`src/rtl/inst_prefetcher.sv`:
```
// rtl/inst_prefetcher.sv - instruction fetch, imm16 supply and next-PC ownership for the decoder
module inst_prefetcher #(
   parameter int                      REG_BITS = 8,
   parameter int                      NSHIFT   = 2,
   parameter logic [2*REG_BITS-1:0]   RESET_PC = '0
) (
   input  logic                       clk,
   input  logic                       reset_n,
   output logic                       inst_valid,
   output logic [2*REG_BITS-1:0]      inst,
   input  logic                       inst_done,
   input  logic                       load_imm16,
   output logic                       imm16_loaded,
   output logic [NSHIFT-1:0]          imm_data_out,
   input  logic                       next_imm_data,
   input  logic                       block_prefetch,
   input  logic                       reserve_tx,
   input  logic                       write_pc,
   input  logic [NSHIFT-1:0]          pc_data_in,
   input  logic                       ext_pc_next,
   output logic [NSHIFT-1:0]          pc_data_out,
   output logic                       prefetch_idle,
   output logic                       tx_command_valid,
   output logic [2*REG_BITS-1:0]      tx_addr,
   input  logic                       tx_command_started,
   input  logic                       rx_data_valid,
   input  logic [NSHIFT-1:0]          rx_pins
);

   localparam int W     = 2 * REG_BITS;
   localparam int BEATS = W / NSHIFT;
   localparam int CW    = (BEATS > 1) ? $clog2(BEATS) : 1;
   localparam logic [CW-1:0] LAST_BEAT = CW'(BEATS - 1);
   localparam logic [W-1:0]  WORD_STEP = W'(2);

   typedef enum logic [1:0] {
      S_IDLE,
      S_REQ,
      S_RECV
   } state_t;

   state_t            state_q;
   state_t            state_d;
   logic [W-1:0]      fetch_pc;
   logic [W-1:0]      next_pc;
   logic [W-1:0]      word_buf;
   logic              buf_valid;
   logic [W-1:0]      inst_q;
   logic              inst_valid_q;
   logic [W-1:0]      tx_addr_q;
   logic [CW-1:0]     beat_cnt;
   logic [CW-1:0]     imm_cnt;
   logic              discard;

   logic              start_req;
   logic              accept;
   logic              withdraw;
   logic              rx_beat;
   logic              last_beat;
   logic              imm_step;
   logic              imm_last;
   logic              transfer;
   logic              pc_inc;

   // A new read goes out only when the one-word buffer is empty and nobody else wants TX or the PC.
   assign start_req = (state_q == S_IDLE) & ~buf_valid & ~block_prefetch & ~reserve_tx & ~write_pc;
   assign accept    = (state_q == S_REQ) & tx_command_started;
   assign withdraw  = (state_q == S_REQ) & ~tx_command_started & (block_prefetch | write_pc);
   assign rx_beat   = (state_q == S_RECV) & rx_data_valid;
   assign last_beat = rx_beat & (beat_cnt == LAST_BEAT);

   // An imm chunk is consumed only while the decoder actually sees a loaded word; a jump cancels it.
   assign imm16_loaded = load_imm16 & buf_valid;
   assign imm_step     = next_imm_data & imm16_loaded & ~write_pc;
   assign imm_last     = imm_step & (imm_cnt == LAST_BEAT);

   // A jump invalidates the buffered word, so it must not slip into the instruction slot that cycle.
   assign transfer = buf_valid & ~load_imm16 & (~inst_valid_q | inst_done) & ~write_pc;
   assign pc_inc   = transfer | imm_last;

   assign inst_valid       = inst_valid_q;
   assign inst             = inst_q;
   assign imm_data_out     = word_buf[NSHIFT-1:0];
   assign pc_data_out      = next_pc[NSHIFT-1:0];
   assign prefetch_idle    = (state_q == S_IDLE);
   assign tx_command_valid = (state_q == S_REQ);
   assign tx_addr          = tx_addr_q;

   // Fetch state register.
   always_ff @(posedge clk or negedge reset_n) begin
      if (!reset_n) state_q <= S_IDLE;
      else          state_q <= state_d;
   end

   // Fetch next-state: acceptance beats a simultaneous withdraw request.
   always_comb begin
      state_d = state_q;
      case (state_q)
         S_IDLE: if (start_req) state_d = S_REQ;
         S_REQ: begin
            if (accept)        state_d = S_RECV;
            else if (withdraw) state_d = S_IDLE;
         end
         S_RECV: if (last_beat) state_d = S_IDLE;
         default: state_d = S_IDLE;
      endcase
   end

   // Request address is frozen when the request is raised so it stays stable while pending.
   always_ff @(posedge clk or negedge reset_n) begin
      if (!reset_n)       tx_addr_q <= '0;
      else if (start_req) tx_addr_q <= fetch_pc;
   end

   // Fetch PC: jump target shifts in serially; otherwise advances once per accepted read.
   always_ff @(posedge clk or negedge reset_n) begin
      if (!reset_n)      fetch_pc <= RESET_PC;
      else if (write_pc) fetch_pc <= {pc_data_in, fetch_pc[W-1:NSHIFT]};
      else if (accept)   fetch_pc <= fetch_pc + WORD_STEP;
   end

   // Architectural next-PC: jump shift, then scheduler rotation, then word consumption.
   always_ff @(posedge clk or negedge reset_n) begin
      if (!reset_n)         next_pc <= RESET_PC;
      else if (write_pc)    next_pc <= {pc_data_in, next_pc[W-1:NSHIFT]};
      else if (ext_pc_next) next_pc <= {next_pc[NSHIFT-1:0], next_pc[W-1:NSHIFT]};
      else if (pc_inc)      next_pc <= next_pc + WORD_STEP;
   end

   // Word buffer fills from RX during RECV and drains toward the decoder as imm chunks.
   always_ff @(posedge clk or negedge reset_n) begin
      if (!reset_n)      word_buf <= '0;
      else if (rx_beat)  word_buf <= {rx_pins, word_buf[W-1:NSHIFT]};
      else if (imm_step) word_buf <= {{NSHIFT{1'b0}}, word_buf[W-1:NSHIFT]};
   end

   // Buffer validity: a word fetched across a jump is dropped instead of presented.
   always_ff @(posedge clk or negedge reset_n) begin
      if (!reset_n)                 buf_valid <= 1'b0;
      else if (write_pc)            buf_valid <= 1'b0;
      else if (last_beat)           buf_valid <= ~discard;
      else if (transfer | imm_last) buf_valid <= 1'b0;
   end

   // Discard marks an in-flight read made stale by a jump; cleared when that read completes.
   always_ff @(posedge clk or negedge reset_n) begin
      if (!reset_n)                                            discard <= 1'b0;
      else if (last_beat)                                      discard <= 1'b0;
      else if (write_pc && ((state_q == S_RECV) || accept))    discard <= 1'b1;
   end

   // Beat counter restarts with every accepted read and wraps after the last beat.
   always_ff @(posedge clk or negedge reset_n) begin
      if (!reset_n)     beat_cnt <= '0;
      else if (accept)  beat_cnt <= '0;
      else if (rx_beat) beat_cnt <= beat_cnt + 1'b1;
   end

   // Imm chunk counter wraps on the final chunk; a jump restarts it.
   always_ff @(posedge clk or negedge reset_n) begin
      if (!reset_n)      imm_cnt <= '0;
      else if (write_pc) imm_cnt <= '0;
      else if (imm_step) imm_cnt <= imm_cnt + 1'b1;
   end

   // Instruction slot: refilled in the same edge the decoder retires, so no valid gap.
   always_ff @(posedge clk or negedge reset_n) begin
      if (!reset_n) begin
         inst_q       <= '0;
         inst_valid_q <= 1'b0;
      end else if (transfer) begin
         inst_q       <= word_buf;
         inst_valid_q <= 1'b1;
      end else if (inst_done) begin
         inst_valid_q <= 1'b0;
      end
   end

endmodule

```
`config.mk`:
```
export PLATFORM = sky130hd
export DESIGN_NAME = inst_prefetcher
export DESIGN_NICKNAME = d
export VERILOG_FILES = /design/src/rtl/inst_prefetcher.sv
export SDC_FILE = /design/constraint.sdc
export NUM_CORES = 1
export LEC_CHECK = 0
export ABC_AREA = 1
export BUFFER_PORTS_ARGS = -buffer_cell sky130_fd_sc_hd__buf_2
export CORE_ASPECT_RATIO = 1.4
export CORE_MARGIN = 3
export CORE_UTILIZATION = 50
export DETAILED_ROUTE_END_ITERATION = 8
export PLACE_DENSITY = 0.7
export SLEW_MARGIN = 20
export SYNTH_ARGS = -nofsm -noshare
export SYNTH_HDL_FRONTEND = slang
export SYNTH_SLANG_ARGS = --single-unit
```
`constraint.sdc`:
```
create_clock -name clk -period 1.95 [get_ports clk]
set_clock_uncertainty 0.15 [all_clocks]
set_input_delay 0.195 -clock clk [delete_from_list [all_inputs] [get_ports clk]]
set_output_delay 0.195 -clock clk [all_outputs]
set_load 0.005 [all_outputs]
```
==> impl_metrics.toml <==
[run_status]
status = "finished clean"

[floorplanning]
dieArea_sq_mm = 0.00993
fp.dieH_microns = 117
rows = 39
start_util = 0.524
core_sq_mm = 0.00834
die_x_microns = 85.1
io_pins = 55

[logic_synthesis]
ys_ff_latch = 91
synth_top_family_by_area = "simple AND/OR/NAND/NOR gates"
synth_area_sq_mm = 0.00438
synth-simple-area-share = 0.220
synth-compound-area-share = 0.137
yosysWarnings = 0
ys_top_cells_by_area = "dfrtp_1 (52%), nand2_1 (12%), inv_1 (5.7%)"
synth-xor-area-share = 0.0220
synth_ff_type = "dfrtp_1"
post_synth.cell_area_avg_sq_um = 8.45
ys_types = 37
ys_seq_area_frac = 0.520
syn-num-nets = 539
synth_edf_count = 0
synth_adder_area_share = 0.0172
async_reset_ff_frac = 1.00
synthMuxAreaShare = 0
yosys.area.top_type = "dfrtp_1"
synthCells = 518
synth_top_area_frac = 0.520

[finish]
final_cell_mix = "nand2_1 (143), dfrtp_1 (91), inv_1 (67)"
nNetsFinal = 605
drive_gt1_frac = 0.173
antenna_cells = 0
final_common_cell = "nand2_1"
stdcell_area_sq_mm = 0.00514
area_delta_synth_final_pct = 17.5

[sta]
relSlewSlack = 0.718
fmaxAchievable_mhz = 575
drv_slew = 0
tns_ps = 0
setup_viol = 0
rsz0062_at_grt = "false"
layout_worst_path_cycle_share = 0.892
min_period_ps = 1740
tightest_slew_ps = 419
hold_violations = 0

[min_path]
hp-class = "in2reg"
min_from = "pc_data_in[1]"

[drt]
drt_iter0_drc = 193
wl_per_cell_microns = 13.8
via_count = 3615
drc = 0
drtPass1Iterations = 4
wl_microns = 9530
ant_nets = 0
vias_per_cell = 5.23

[placement]
place_area_sq_mm = 0.00478
port_buffers = 54
dp_hpwl_microns = 6940
place.gp.congestion = 0.908

[setup_path]
arrival_ps = 1820
worst_ep_required_time_ps = 2030
path_class = "reg2reg"
end_kind = "register"
crit_family = "adder cells"
worst-path-buf-inv = 1
cp-start-kind = "register"
cp_slowest_cell = "dfrtp_1"
r2r_start = "imm_cnt[0]"
crit_top_cell = "ha_1"
crit_start = "imm_cnt[0]"
worstPathCellList = "ha_1, ha_1, nand2_2, nand3_4, buf_4, o22ai_1, nor2_1"
path_max_fanout = 11
critical_path.max_stage_delay_ps = 400

[cts]
cts.sinks = 91
clockBufferDepth = 2
clk_latency_ps = 350
path_clk_slew_ps = 60
cts-root-buf = "clkbuf_16"
cts_tree = "yes"
cts_max_level = 3
numCtsBuffers = 9
postCtsSetupBuffers = 0

[power_and_ir_drop]
ir_drop_mv = 0.613
powerDensity_mw_per_mm2 = 1090
leakagePower_nw = 2.60

[run]
cap_violations = 0

[grt]
grt_first_pass_wirelength_microns = 16800
grt_max_degree = 37
grt_usage = 0.213
grt_overflow = 0
antenna_found_initial = 0
first_global_vias = 3624
==> kinds of logic (layout without fill, tap and decap cells) <==
family                     Yosys count  after routing
and+or+nand+nor                    221            221
xor gates and xnor gates            11             11
AOI/OAI and AO/OA                  102            102
DFF                                 91             91
adders and majority gates            6              6
buffers and inverters               87            158
==> what timing repair did <==
action / 4_1_cts / 5_1_grt
gates resized for setup: 0 / 2
setup endpoints to repair: 0 / 2
hold buffers: 8 / 0
hold endpoints to repair: 69 / 0
==> Yosys cell counts (all sizes together), types with 2 or more instances <==
cell type	count
nand2	147
dfrtp	91
inv	69
o21ai	67
nand3	31
nor2	29
buf	14
a21oi	9
xor2	9
nand4	7
o221ai	7
ha	6
o22ai	5
a22o	4
clkbuf	4
nor3	4
o211ai	4
o21bai	3
xnor2	2
==> final timing paths <==
path | cells after the start | endpoint | slack (ps)
max | 7 | next_pc[2] | 210
min | 5 | fetch_pc[15] | 50
max reg2reg | 7 | next_pc[2] | 210
min reg2reg | 2 | tx_addr[1] | 330
max in group asynchronous | 3 | word_buf[7] | 950
min in group asynchronous | 2 | fetch_pc[5] | 160
==> routing by layer <==
layer,global-route usage,part of all wire
met1,0.268,0.44
met2,0.350,0.48
met3,0.0339,0.046
met4,0.121,0.030
met5,0,0
==> worst register-to-register path, cell delays in order (launching register included) <==
cell and delay (ps):
dfrtp_1 400, ha_1 230, ha_1 190, nand2_2 110
nand3_4 150, buf_4 200, o22ai_1 130, nor2_1 60
==> flip-flops by register name, indices dropped and copies added (netlist names) <==
name,cells
beat_cnt,3
buf_valid,1
discard,1
fetch_pc,16
imm_cnt,3
inst,16
inst_valid,1
next_pc,16
state_q,2
tx_addr,16
word_buf,16
==> through the flow <==
step | setup WS (ps) | total power, mW | instances | hold slack (ps) | utilization
3_5_place_dp | 187 | 4.00 | 667 | -6.90 | 0.572
3_3_place_gp | 281 | 3.95 | 667 | -2.78 | 0.572
6_report | 211 | 5.58 | 691 | 49.1 | 0.616
2_1_floorplan | 382 | 3.49 | 518 | -251 | -
4_1_cts | 168 | 5.65 | 691 | 39.0 | 0.615
5_1_grt | 16.1 | 5.98 | 691 | 102 | 0.616
==> power breakdown <==
part           switching, mW  internal, mW  total [mW]  leakage (nW)
sequential             0.337          2.37        2.71          1.18
clock                  0.752         0.867        1.62         0.124
combinational          0.714         0.545        1.26          1.30
total                   1.80          3.78        5.58          2.60
==> layout make-up <==
cell class | count | area [sq um]
Clock buffer | 9 | 225
Clock inverter | 7 | 52.6
Fill cell | 738 | 3200
Inverter | 69 | 259
Multi-Input combinational cell | 340 | 1740
Sequential cell | 91 | 2280
Tap cell | 102 | 128
Timing Repair Buffer | 73 | 460
Power figures use the tool's default switching activity.
